### src/rtl/grid_io_param.sv
// grid_io_param -- parametrised IO grid tile on the fabric perimeter.
//
// N_PADS pad subtiles, each configured by a 4-bit word taken from a serial
// configuration chain. All pads stay safe (not driven, fabric inputs 0)
// until a configuration of exactly CHAIN_LEN bits has been loaded.
//
// Pad word k = chain[4k+3:4k]: [1:0] mode (00 off, 01 in, 10 out, 11 bidir),
// [2] ireg_en, [3] oreg_en.
//
// Ports:
//   prog_clk       clock for configuration shifting and IO registers
//   pReset         asynchronous active-low reset
//   ccff_en        chain shift enable
//   ccff_head      serial configuration in
//   ccff_tail      serial configuration out (last chain bit)
//   cfg_done       complete, correct-length configuration is active
//   cfg_err        sticky: a shift session ended with the wrong bit count
//   fabric_outpad  fabric -> pad data
//   fabric_oe      fabric output enable (bidir mode)
//   fabric_inpad   pad -> fabric data
//   pad_i          pad receive data
//   pad_o          pad drive data
//   pad_oe         pad driver enable (1 = drive)
//
// Optional macro GRID_IO_PARAM_SYNC_IN_EN: pad_i passes through a 2-flop
// synchroniser before the input path.
//
// state | meaning
// UNCFG | no valid configuration, pads safe
// SHIFT | shift session in progress, counting bits
// DONE  | configuration active, pads operate per mode

module grid_io_param #(
   parameter int N_PADS = 8
) (
   input  logic              prog_clk,
   input  logic              pReset,
   input  logic              ccff_en,
   input  logic              ccff_head,
   output logic              ccff_tail,
   output logic              cfg_done,
   output logic              cfg_err,
   input  logic [N_PADS-1:0] fabric_outpad,
   input  logic [N_PADS-1:0] fabric_oe,
   output logic [N_PADS-1:0] fabric_inpad,
   input  logic [N_PADS-1:0] pad_i,
   output logic [N_PADS-1:0] pad_o,
   output logic [N_PADS-1:0] pad_oe
);

   localparam int CFG_BITS  = 4;
   localparam int CHAIN_LEN = N_PADS * CFG_BITS;
   localparam int CNT_W     = $clog2(CHAIN_LEN + 1);

   localparam logic [CNT_W-1:0] CNT_ONE  = CNT_W'(1);
   localparam logic [CNT_W-1:0] CNT_FULL = CNT_W'(CHAIN_LEN);
   localparam logic [CNT_W-1:0] CNT_OVER = CNT_W'(CHAIN_LEN + 1);

   typedef enum logic [1:0] {
      UNCFG = 2'd0,
      SHIFT = 2'd1,
      DONE  = 2'd2
   } state_t;

   state_t                state, state_nxt;
   logic [CNT_W-1:0]      cnt, cnt_nxt;
   logic                  err_set;
   logic [CHAIN_LEN-1:0]  chain;
   logic [N_PADS-1:0]     pad_in;
   logic [N_PADS-1:0]     in_q, out_q, oe_q;
   logic                  active;
   logic [CFG_BITS-1:0]   word;

   always_ff @(posedge prog_clk or negedge pReset) begin
      if (!pReset) begin
         chain <= '0;
      end else if (ccff_en) begin
         chain <= {chain[CHAIN_LEN-2:0], ccff_head};
      end
   end

   assign ccff_tail = chain[CHAIN_LEN-1];

   always_ff @(posedge prog_clk or negedge pReset) begin
      if (!pReset) begin
         state   <= UNCFG;
         cnt     <= '0;
         cfg_err <= 1'b0;
      end else begin
         state <= state_nxt;
         cnt   <= cnt_nxt;
         if (err_set) begin
            cfg_err <= 1'b1;
         end
      end
   end

   always_comb begin
      state_nxt = state;
      cnt_nxt   = cnt;
      err_set   = 1'b0;
      case (state)
         UNCFG: begin
            if (ccff_en) begin
               state_nxt = SHIFT;
               cnt_nxt   = CNT_ONE;
            end
         end
         SHIFT: begin
            if (ccff_en) begin
               // saturate one past full so an overrun can never wrap back to a legal count
               if (cnt != CNT_OVER) begin
                  cnt_nxt = cnt + CNT_ONE;
               end
            end else if (cnt == CNT_FULL) begin
               state_nxt = DONE;
            end else begin
               state_nxt = UNCFG;
               cnt_nxt   = '0;
               err_set   = 1'b1;
            end
         end
         DONE: begin
            if (ccff_en) begin
               state_nxt = SHIFT;
               cnt_nxt   = CNT_ONE;
            end
         end
         default: begin
            state_nxt = UNCFG;
            cnt_nxt   = '0;
         end
      endcase
   end

   assign active   = (state == DONE);
   assign cfg_done = active;

`ifdef GRID_IO_PARAM_SYNC_IN_EN
   logic [N_PADS-1:0] sync1, sync2;

   always_ff @(posedge prog_clk or negedge pReset) begin
      if (!pReset) begin
         sync1 <= '0;
         sync2 <= '0;
      end else begin
         sync1 <= pad_i;
         sync2 <= sync1;
      end
   end

   assign pad_in = sync2;
`else
   assign pad_in = pad_i;
`endif

   // IO registers are cleared whenever the tile is not configured so a new
   // configuration never sees stale data on its first active cycle.
   always_ff @(posedge prog_clk or negedge pReset) begin
      if (!pReset) begin
         in_q  <= '0;
         out_q <= '0;
         oe_q  <= '0;
      end else if (active) begin
         in_q  <= pad_in;
         out_q <= fabric_outpad;
         oe_q  <= fabric_oe;
      end else begin
         in_q  <= '0;
         out_q <= '0;
         oe_q  <= '0;
      end
   end

   always_comb begin
      pad_o        = '0;
      pad_oe       = '0;
      fabric_inpad = '0;
      word         = '0;
      for (int k = 0; k < N_PADS; k++) begin
         word = chain[CFG_BITS*k +: CFG_BITS];
         if (active) begin
            case (word[1:0])
               2'b01: begin
                  fabric_inpad[k] = word[2] ? in_q[k] : pad_in[k];
               end
               2'b10: begin
                  pad_oe[k] = 1'b1;
                  pad_o[k]  = word[3] ? out_q[k] : fabric_outpad[k];
               end
               2'b11: begin
                  fabric_inpad[k] = word[2] ? in_q[k] : pad_in[k];
                  pad_o[k]        = word[3] ? out_q[k] : fabric_outpad[k];
                  pad_oe[k]       = word[3] ? oe_q[k] : fabric_oe[k];
               end
               default: begin
               end
            endcase
         end
      end
   end

endmodule

### config.mk
export PLATFORM = sky130hd
export DESIGN_NAME = grid_io_param
export DESIGN_NICKNAME = d
export VERILOG_FILES = /design/src/rtl/grid_io_param.sv
export SDC_FILE = /design/constraint.sdc
export NUM_CORES = 1
export LEC_CHECK = 0
export CAP_MARGIN = 20
export CORE_MARGIN = 4
export CORE_UTILIZATION = 45
export DETAILED_ROUTE_END_ITERATION = 12
export GPL_TIMING_DRIVEN = 1
export PLACE_DENSITY = 0.73
export SETUP_SLACK_MARGIN = 0.02
export SLEW_MARGIN = 20
export SYNTH_ARGS = -nofsm -noshare
export SYNTH_HDL_FRONTEND = slang
export SYNTH_SLANG_ARGS = --single-unit
export TNS_END_PERCENT = 30
### constraint.sdc
create_clock -name prog_clk -period 1.7 [get_ports prog_clk]
set_input_delay 0.255 -clock prog_clk [delete_from_list [all_inputs] [get_ports prog_clk]]
set_output_delay 0.255 -clock prog_clk [all_outputs]
set_load 0.01 [all_outputs]
### Yosys cells after proc, flatten, opt, wreduce, memory -nomap -nowiden

Cells that the tools add are included.

* flip-flop bits (word level): 65
* output and inout bits: 27
* word-level logic and storage cells: 147

* $add $sub $neg: 1
* eq/ne operators: 32
* multiplexer cells: 87
* reductions and logical operators: 20

Operator list (count)
* $mux W1: 67
* $eq A2 B2 Y1 const B: 17
* $reduce_or A2 Y1: 17
* $mux W6: 4
* $mux W8: 3
* $eq A2 B1 Y1 const B: 9
* $pmux W1 S2: 8
* $pmux W6 S2: 1
* $add A6 B1 Y6 const B: 1
* $eq A6 B6 Y1 const B: 1
* $mux W2: 3
* $ne A3 B3 Y1 const B: 2
* $ne A6 B6 Y1 const B: 1
* $pmux W2 S2: 1
* $reduce_and A3 Y1: 1
* $logic_not A2 Y1: 1
* $ne A2 B1 Y1 const B: 1
* $ne A2 B2 Y1 const B: 1
* $reduce_and A2 Y1: 1

### Longest topological paths before layout

* word-level depth: 4
* depth in mapped cells: 5

### Least setup slack after synthesis

OpenSTA, ideal clock, no wires.

* path type: register -> output
* start point: register state[0]
* end point: output pad_oe[2]
* arrival time: 1246 ps
* slack: 199 ps
* cell stages (with the launch flop): 6
* cell sequence: dfrtp_1 buf_2 nor2b_1 buf_2 nand2_1 a21oi_1

* cells in the longest elaborated chain, start to end: 2

RTL lines
* start: declaration: line 65 `state_t state, state_nxt;`
* start signal: assignment: line 90 `state <= state_nxt;`
* $eq A2 B2 Y1: line 136 `assign active = (state == DONE);`
* $mux W1: line 182 `if (active) begin`
* end: declaration: line 48 `output logic [N_PADS-1:0] pad_oe`

No other way between the ends.

### Worst setup path after layout

* start point: register state[1]
* end point: output cfg_done

* cells in the longest elaborated chain, start to end: 1

RTL lines
* $eq A2 B2 Y1: line 136
* end: declaration: line 41 `output logic cfg_done,`

No other way between the ends.

==> impl_metrics.env <==
export IMPL_cp_arrival_ns=1.48
export IMPL_drt_initial_drc_count=34
export IMPL_postSynthAreaPerCell_um2=12.1
export IMPL_syn_num_nets=271
export IMPL_synth_seq_area_share_pct=56.0
export IMPL_core_area_um2=6310
export IMPL_violations="negative setup slack"
export IMPL_placed_area_um2=3590
export IMPL_fin_area_um2=3880
export IMPL_grt_total_usage_pct=17.1
export IMPL_vdd_drop_max_mv=0.495
export IMPL_hold_viol_final=0
export IMPL_multi_input_area_um2=1280
export IMPL_grt_max_degree=40
export IMPL_antenna_found_initial=0
export IMPL_synth_cells=240
export IMPL_cp_cell_sequence="nor2b_4 > buf_4 > buf_6 > buf_16 > buf_4 > buf_6"
export IMPL_net_switching_power_w=0.00118
export IMPL_period_needed_ns=1.74
export IMPL_synth_edf_count=0
export IMPL_mostFrequentLayoutCell="dfrtp_1"
export IMPL_synth_seq_cells=65
export IMPL_cp_start_kind="register"
export IMPL_critPathMaxFanout=7
export IMPL_min_path_type="in -> reg"
export IMPL_slew_violations=0
export IMPL_drt_wl_total_um=6100
export IMPL_cpPeakStageDelay_ns=0.38
export IMPL_cts_root_buffer="clkbuf_8"
export IMPL_io_pins=55
export IMPL_setup_slack_ns=-0.0380
export IMPL_cpMaxStageDelayCell="dfrtp_1"
export IMPL_yosys_area_top_type="dfrtp_1"
export IMPL_intPower_w=0.00315
export IMPL_post_place_ws_ns=-0.159
export IMPL_cp_top_family="buffers and inverters"
export IMPL_clk_latency_ns=0.34
export IMPL_vias_per_cell=5.18
export IMPL_worst_clock_skew_ns=0.00721
export IMPL_status="finished, violations left"
export IMPL_port_buffers=54
export IMPL_setup_violations=11
export IMPL_initial_core_util_pct=46.0
export IMPL_combPwrFrac_pct=15.8
export IMPL_num_vias=2060
export IMPL_rows=29
export IMPL_wl_per_cell_um=15.3
export IMPL_regArea_um2=1630
export IMPL_cp_num_buf_inv=5
export IMPL_synth_area_leaders="dfrtp_1 56%, mux2_2 12%, mux2i_1 8.3%, and2_1 5.2%, nor2_1 2.6%"
export IMPL_grt_ovfl_total=0
export IMPL_place_hpwl_um=4060
export IMPL_cts_tree="built"
export IMPL_async_flop_share_pct=100
export IMPL_synthFlopType="dfrtp_1"
export IMPL_die_x_um=88.3
export IMPL_power_density_nw_per_um2=1120
export IMPL_grt_pass1_wl_um=10100
export IMPL_p_sw_share_pct=27.3
export IMPL_drc_errors=0
export IMPL_timing_critical_path_required_ns=1.44
export IMPL_yosysWarnings=0
export IMPL_ys_types=30
export IMPL_die_area_um2=7800
export IMPL_finalCoreUtilization_pct=61.4
export IMPL_clkTransAtPathRegs_ns=0.06
export IMPL_cts_buffers_inserted=9
export IMPL_clk_path_buf_depth=2
export IMPL_drive_gt1_share_pct=35.2
export IMPL_postRouteAntennaNets=0
export IMPL_clock_sinks=65
export IMPL_synth_top_area_share_pct=56.0
export IMPL_cts_htree_levels=3
export IMPL_clkPwrFrac_pct=32.4
export IMPL_finalNetCount=347
export IMPL_die_h_um=88.3
export IMPL_max_slew_margin_pct=67.4
export IMPL_maxCapViolCount=0
export IMPL_place_gp_congestion=0.797
export IMPL_netlist_area_um2=2900
export IMPL_path_class="reg -> out"
export IMPL_n_fill_cell=534
export IMPL_rsz0062_at_grt="true"
export IMPL_tightest_slew_ns=0.488
export IMPL_p_leak_nw=1.81
export IMPL_end_kind="output port"
export IMPL_fin_crit_sh_pct=102
export IMPL_seqPwrFrac_pct=51.7
export IMPL_most_common_layout_cells="65 x dfrtp_1, 32 x mux2_2, 27 x clkdlybuf4s50_1"
export IMPL_diodes=0
export IMPL_fmax_ghz=0.575
export IMPL_syn2layout_area_growth_pct=33.6
export IMPL_grt_pass1_vias=2094
export IMPL_firstDrtPassIters=4
[layer usage]
| layer | GRT usage (%) | part of all wire, % | vias to the layer above |
|---|---|---|---|
| met5 | 0 | 0 | - |
| met2 | 27.5 | 48 | 54 |
| li1 | - | - | 980 |
| met4 | 7.97 | 1.9 | 0 |
| met3 | 4.00 | 5.1 | 12 |
| met1 | 22.0 | 45 | 1014 |
[flip-flops by register name, summed over array words and instances (netlist names)]
signal	count
state	2
chain	32
oe_q	8
in_q	8
cfg_err	1
cnt	6
out_q	8
[cell type report]
type                       count  area share (%)
clock inverter                 3            1.68
inverter                       5           0.484
multi-input combinational    160            33.1
sequential                    65            41.9
clock buffer                  13            3.58
tap                           77            2.48
timing repair buffer          75            16.7
[synthesized netlist by cell type, types with 2 or more instances]
cell       count
a211oi_1       5
a31oi_1        2
dfrtp_1       65
buf_2          8
nor2b_1        3
nand2_1       17
nor2_1        20
o21ai_0        2
mux2i_1       24
a21oi_1       10
inv_1          5
clkbuf_1       2
ha_1           3
and2_1        24
nand3b_1       2
or3_1          2
mux2_2        32
o2111ai_1      2
[power by group through the flow]
stage	Sequential, W	Clock, W	Combinational, W
2_1_floorplan	0.00212	0	0.000504
3_3_place_gp	0.00223	0	0.000645
3_5_place_dp	0.00224	0	0.000669
4_1_cts	0.00223	0.00143	0.000682
5_1_grt	0.00229	0.00151	0.000754
6_report	0.00224	0.00140	0.000685
[kinds of logic after synthesis]
logic type | Yosys count | synth area share [%]
DFF | 65 | 56.0
xor gates and xnor gates | 1 | 0.302
AOI/OAI and AO/OA | 28 | 6.51
muxes | 56 | 20.7
adders and majority gates | 3 | 1.29
and+or+nand+nor | 72 | 12.9
buffers and inverters | 15 | 2.28
[through the flow]
stage          cells  hold WS [ns]  setup TNS (ns)  total power, W
2_1_floorplan    240       -0.0406               0         0.00263
3_3_place_gp     371         0.155           -1.03         0.00288
3_5_place_dp     371         0.163           -1.70         0.00290
4_1_cts          397         0.300          -0.323         0.00434
5_1_grt          398         0.338           -1.47         0.00456
6_report         398         0.312          -0.161         0.00433
[final timing paths]
kind / from / endpoint / slack (ns) / cells past startpoint
worst max-delay path: state[1] / cfg_done / -0.04 / 6
worst min-delay path: ccff_en / state[1] / 0.31 / 2
worst max register to register: cnt[3] / cnt[5] / 0.23 / 3
worst min register to register: cfg_err / cfg_err / 0.46 / 1
max in group asynchronous: pReset / in_q[5] / 0.88 / 3
min in group asynchronous: pReset / oe_q[4] / 0.32 / 2
[timing repair]
item | in CTS | in global routing
setup buffers | 8 | 1
hold buffers | 1 | 0
setup endpoints to repair | 25 | 25
cloned | 1 | 0
resized for setup | 120 | 12
pin swaps | 4 | 7
hold endpoints to repair | 8 | 0
(Power assumes the default switching activity.)
